$ cat src/rtl/systolic_seq_ctrl.sv
// Sequencer for the N x N systolic GEMM array: skewed operand feed, then partial-sum drain. done is k_len+2N cycles after start is accepted.
// hold is sampled at each edge. While hold is high the next step is presented with its enables low, and the step is repeated once hold drops.
module systolic_seq_ctrl #(
    parameter int N  = 4,
    parameter int KW = 8
) (
    input  logic                 clk,
    input  logic                 reset_n,
    input  logic                 start,
    input  logic [KW-1:0]        k_len,
    input  logic                 hold,
    output logic                 busy,
    output logic                 done,
    output logic                 pe_en,
    output logic [KW:0]          feed_cnt,
    output logic [N-1:0]         lane_valid,
    output logic                 res_valid,
    output logic [$clog2(N)-1:0] res_row
);

    localparam int CW = KW + 1;
    localparam int RW = $clog2(N);

    typedef enum logic [1:0] {
        IDLE  = 2'd0,
        FEED  = 2'd1,
        DRAIN = 2'd2,
        DONE  = 2'd3
    } state_t;

    state_t          state_q, state_d;
    logic [KW-1:0]   k_q, k_d;
    logic [CW-1:0]   feed_q, feed_d;
    logic [RW-1:0]   row_q, row_d;
    logic            busy_q, busy_d;
    logic            done_q, done_d;
    logic            pe_en_q, pe_en_d;
    logic [N-1:0]    lane_q, lane_d;
    logic            res_valid_q, res_valid_d;
    logic            act_d;
    logic [CW-1:0]   last_feed;

    assign last_feed = {1'b0, k_q} + CW'(N - 2);

    // pe_en_q marks that the presented step really executed. A stalled step is not advanced past.
    always_comb begin
        state_d = state_q;
        k_d     = k_q;
        feed_d  = feed_q;
        row_d   = row_q;
        act_d   = 1'b0;
        case (state_q)
            IDLE: begin
                if (start) begin
                    k_d    = k_len;
                    feed_d = '0;
                    row_d  = '0;
                    if (k_len != '0) begin
                        state_d = FEED;
                        act_d   = !hold;
                    end else begin
                        state_d = DONE;
                    end
                end
            end
            FEED: begin
                if (pe_en_q) begin
                    if (feed_q == last_feed) begin
                        state_d = DRAIN;
                        row_d   = '0;
                    end else begin
                        feed_d = feed_q + 1'b1;
                    end
                end
                act_d = !hold;
            end
            DRAIN: begin
                if (pe_en_q && (row_q == RW'(N - 1))) begin
                    state_d = DONE;
                end else begin
                    if (pe_en_q) begin
                        row_d = row_q + 1'b1;
                    end
                    act_d = !hold;
                end
            end
            DONE: begin
                state_d = IDLE;
            end
            default: begin
                state_d = IDLE;
            end
        endcase

        busy_d      = (state_d != IDLE);
        done_d      = (state_d == DONE);
        pe_en_d     = act_d;
        res_valid_d = act_d && (state_d == DRAIN);
        lane_d      = '0;
        for (int i = 0; i < N; i++) begin
            lane_d[i] = act_d && (state_d == FEED) && (feed_d >= CW'(i))
                        && ((feed_d - CW'(i)) < {1'b0, k_d});
        end
    end

    always_ff @(posedge clk or negedge reset_n) begin
        if (!reset_n) begin
            state_q     <= IDLE;
            k_q         <= '0;
            feed_q      <= '0;
            row_q       <= '0;
            busy_q      <= 1'b0;
            done_q      <= 1'b0;
            pe_en_q     <= 1'b0;
            lane_q      <= '0;
            res_valid_q <= 1'b0;
        end else begin
            state_q     <= state_d;
            k_q         <= k_d;
            feed_q      <= feed_d;
            row_q       <= row_d;
            busy_q      <= busy_d;
            done_q      <= done_d;
            pe_en_q     <= pe_en_d;
            lane_q      <= lane_d;
            res_valid_q <= res_valid_d;
        end
    end

    assign busy       = busy_q;
    assign done       = done_q;
    assign pe_en      = pe_en_q;
    assign feed_cnt   = feed_q;
    assign lane_valid = lane_q;
    assign res_valid  = res_valid_q;
    assign res_row    = row_q;

endmodule

$ cat config.mk
export PLATFORM = sky130hd
export DESIGN_NAME = systolic_seq_ctrl
export DESIGN_NICKNAME = d
export VERILOG_FILES = /design/src/rtl/systolic_seq_ctrl.sv
export SDC_FILE = /design/constraint.sdc
export NUM_CORES = 1
export LEC_CHECK = 0
export CORE_ASPECT_RATIO = 1.4
export CORE_MARGIN = 2
export CORE_UTILIZATION = 45
export CTS_CLUSTER_DIAMETER = 150
export DETAILED_ROUTE_END_ITERATION = 8
export MAX_ROUTING_LAYER = met4
export PLACE_DENSITY = 0.68
export SLEW_MARGIN = 30
export SYNTH_ARGS = -nofsm -noshare
export SYNTH_HDL_FRONTEND = slang
export SYNTH_SLANG_ARGS = --single-unit
$ cat constraint.sdc
create_clock -name clk -period 4.4 [get_ports clk]
set_clock_uncertainty 0.2 [all_clocks]
set_input_delay 0.88 -clock clk [delete_from_list [all_inputs] [get_ports clk]]
set_output_delay 0.88 -clock clk [all_outputs]
set_load 0.05 [all_outputs]
==> metrics.log <==
[metrics] crit path kind: flip-flop to flip-flop
[metrics] total die area: approximately 7000 um2
[metrics] portion of the clock cycle consumed by the worst path in the final layout: 0.956
[metrics] cell area reported after detailed placement: between 3000 and 4000 um2
[metrics] required time of the critical path: 4.38 ns
[metrics] leakage power summed over all cells: 1.72 nW
[metrics] final critical path time including I/O delays and setup: 4.21 ns
[metrics] vias in the first global route: roughly 2700
[metrics] synthesized net count: 368
[metrics] post-layout net count: 446
[metrics] fraction of the core area covered by cells at the end of the flow: 0.609
[metrics] I/O Pins: 31
[metrics] Avg Synthesized Cell Area: 9.07 um2
[metrics] number of buffers inserted for hold repair after clock tree synthesis: 0
[metrics] Die X-Extent: 71.7 um
[metrics] unique cell type count in the Yosys netlist: just under 70
[metrics] clk sink count: 29
[metrics] I/O Buffers: 30
[metrics] sequential fraction of the synthesis area: 0.252
[metrics] kind of capture point of the worst setup path: flip-flop
[metrics] number of nets with antenna violations after detailed routing: 0
[metrics] effective utilization at floorplan: 0.464
[metrics] Max Cap Violations: 0
[metrics] outcome: completed
[metrics] filler instances: roughly 530
[metrics] wire length of the first global-routing pass: 13400 um
[metrics] number of standard cells in the final layout excluding fillers: 469
[metrics] synthesis warning total: 0
[metrics] final standard cell area without fillers: 3780 um2
[metrics] RSZ-0062 raised after global routing: false
[metrics] Post-route DRC: 0
[metrics] drt pass-1 iters: 5
[metrics] PwrDens: approximately 900 nW/um2
[metrics] number of DRC markers in iteration 0: 230
[metrics] Root Buffer: sky130_fd_sc_hd__clkbuf_8
[metrics] hpwl dp: 6720 um
[metrics] leading cell types in the layout, fill and taps excluded: sky130_fd_sc_hd__buf_4 (51), sky130_fd_sc_hd__ha_1 (35), sky130_fd_sc_hd__clkdlybuf4s50_1 (30)
[metrics] Max Root-Sink Buffers: 2
[metrics] largest driver fanout on the critical path: 5
[metrics] number of standard cells after synthesis: ~320
[metrics] Ant. Diodes: 0
[metrics] largest incremental delay on the critical path: 0.58 ns
[metrics] final hold violations: 0
[metrics] Total Wirelength: approximately 8500 um
[metrics] Fmax achieved: roughly 240 MHz
[metrics] cells along the critical path: buf_4 -> nand4_1 -> o21ai_0 -> nand3_1 -> o211a_1 -> or4_2 -> a21boi_1 -> buf_4 -> ha_1 -> xnor2_1 -> ha_1 -> a21o_1 -> a21oi_2 -> a21bo_2 -> a31oi_1 -> o2111a_1 -> nor4_2
[metrics] largest net degree at the start of global routing: 29
[metrics] instance count after placement with tap cells included: 453
[metrics] number of vias in the routed layout: 2813
[metrics] Final setup viols: 0
[metrics] aggregate global-route resource usage: 0.252
[metrics] height of the die: just under 100 um
[metrics] number of H-tree branching levels: 2
[metrics] final max-slew violation count: 0
[metrics] register bit total from synthesis: 29
[metrics] hold crit path type: flip-flop to flip-flop
[metrics] share of flip-flops with an asynchronous set or reset: 1.00
[metrics] fraction of final layout cells sized beyond drive strength 1: 0.244
[metrics] clock slew at reported path FFs: about 0.07 ns
[metrics] number of rows created at floorplan: 34
[metrics] peak supply drop: 0.525 mV
[metrics] core area: 6210 um2
[metrics] CP Data Arrival Time: 4.19 ns
[metrics] DR vias/cell: 6.00
[metrics] Min Hold Slack: ~0.35 ns
[metrics] kind of launch point of the worst setup path: flip-flop
[metrics] aggregate global routing overflow: 0
[metrics] Routed WL per cell: roughly 18 um
[metrics] Slew Limit Headroom: 0.513
[metrics] number of enable flip-flop cells after synthesis: 0
[metrics] cell with the largest stage delay on the worst path: sky130_fd_sc_hd__or4_2
[metrics] post-synthesis instance area: 2880 um2
[metrics] synthesis-to-layout area growth: 31.2%
[metrics] clock tree from TritonCTS: done
[metrics] slew at the pin closest to its max-slew limit: around 0.73 ns
[metrics] number of buffers created by CTS: 5
[metrics] most common cell after layout, fill and taps aside: sky130_fd_sc_hd__buf_4
[metrics] source-to-sink clock delay at the later pin of the worst-skew pair: ~0.28 ns
[metrics] dominant synthesized flop cell: sky130_fd_sc_hd__dfrtp_1
[metrics] routability cong.: 0.952
[metrics] antenna violations before repair: 0
worst max-delay path: cells and delay by family (launching register included):
| kind | cells | cell delay (ns) |
|---|---|---|
| AOI/OAI and AO/OA | 8 | 1.42 |
| and+or+nand+nor | 4 | 1.11 |
| buffers and inverters | 2 | 0.32 |
| adders and majority gates | 2 | 0.49 |
| DFF | 1 | 0.39 |
| xor gates and xnor gates | 1 | 0.17 |
path summary, 6_finish.rpt:
check | slack [ns] | depth (start not counted) | endpoint | start
max in group asynchronous | 2.88 | 2 | feed_cnt[5] | reset_n
worst min-delay path | 0.35 | 1 | busy | state_q[1]
worst min register to register | 0.35 | 1 | busy | state_q[1]
worst max register to register | 0.19 | 17 | lane_valid[1] | k_q[1]
min in group asynchronous | 0.54 | 1 | feed_cnt[3] | reset_n
worst max-delay path | 0.19 | 17 | lane_valid[1] | k_q[1]
metal layers:
metal  wire length, um  GRT usage  vias up
met5                 0          -        -
li1                  -          -     1325
met3               338     0.0245       32
met1              3400      0.289     1353
met4               400      0.138        0
met2              4340      0.425      103
power by group:
group / switching [mW] / internal, mW
Sequential: 0.117 / 0.365
Clock: 0.107 / 0.184
Combinational: 1.48 / 1.24
Total: 1.70 / 1.79
area by class of cell:
type | count | area [um2] | share of cell area
clock buffer | 6 | 82.6 | 0.0218
clock inverter | 2 | 37.5 | 0.00992
inverter | 19 | 71.3 | 0.0188
multi-input combinational | 258 | 2070 | 0.546
sequential | 29 | 731 | 0.193
tap | 72 | 90.1 | 0.0238
timing repair buffer | 83 | 706 | 0.187
flip-flops by register name (all words and copies together), names as in the netlist:
signal	flops
lane_valid	4
pe_en	1
state_q	2
k_q	8
feed_cnt	9
busy	1
res_valid	1
res_row	2
done	1
timing repair:
action                     4_1_cts  5_1_grt
pin swaps                        0        9
setup endpoints to repair        1        3
gates resized for setup          0       15
setup buffers                    0        8
cell families (layout without fill, tap and decap cells):
group | count (synthesis) | in the layout | share of synthesized area
buffers and inverters | 31 | 110 | 0.0482
multiplexers | 9 | 9 | 0.0321
flip-flops | 29 | 29 | 0.252
AO/OA/AOI/OAI | 74 | 74 | 0.213
XOR/XNOR | 26 | 26 | 0.0790
adder cells (fa/ha/maj) | 38 | 38 | 0.165
AND/OR/NAND/NOR | 111 | 111 | 0.211
synthesized netlist by cell type (3+ instances only):
library cell | number | area share
sky130_fd_sc_hd__nand4_1 | 5 | 0.011
sky130_fd_sc_hd__inv_1 | 17 | 0.022
sky130_fd_sc_hd__nand3_1 | 16 | 0.028
sky130_fd_sc_hd__nand2_1 | 28 | 0.036
sky130_fd_sc_hd__nor3_1 | 7 | 0.012
sky130_fd_sc_hd__nor2b_1 | 6 | 0.013
sky130_fd_sc_hd__o21ai_0 | 13 | 0.023
sky130_fd_sc_hd__nand2b_1 | 6 | 0.013
sky130_fd_sc_hd__clkbuf_1 | 6 | 0.0078
sky130_fd_sc_hd__o2111ai_1 | 4 | 0.012
sky130_fd_sc_hd__xor2_1 | 9 | 0.027
sky130_fd_sc_hd__a21oi_1 | 8 | 0.014
sky130_fd_sc_hd__a21o_1 | 8 | 0.021
sky130_fd_sc_hd__and2_1 | 5 | 0.011
sky130_fd_sc_hd__ha_1 | 38 | 0.16
sky130_fd_sc_hd__xnor2_1 | 17 | 0.052
sky130_fd_sc_hd__buf_2 | 3 | 0.0052
sky130_fd_sc_hd__a31oi_1 | 8 | 0.017
sky130_fd_sc_hd__mux2i_1 | 7 | 0.024
sky130_fd_sc_hd__nor2_1 | 14 | 0.018
sky130_fd_sc_hd__nor4_1 | 3 | 0.0065
sky130_fd_sc_hd__dfrtp_1 | 29 | 0.25
per-stage QoR:
| stage | worst slack (ns) | total power, mW | setup TNS [ns] |
|---|---|---|---|
| floorplan | 0.00580 | 2.17 | 0 |
| global placement | 0.0760 | 2.94 | 0 |
| detailed placement | 0.0161 | 3.00 | 0 |
| CTS | -0.00459 | 3.31 | -0.00459 |
| global route | 0.00102 | 3.76 | 0 |
| finish | 0.193 | 3.49 | 0 |
Power figures use the tool's default switching activity.
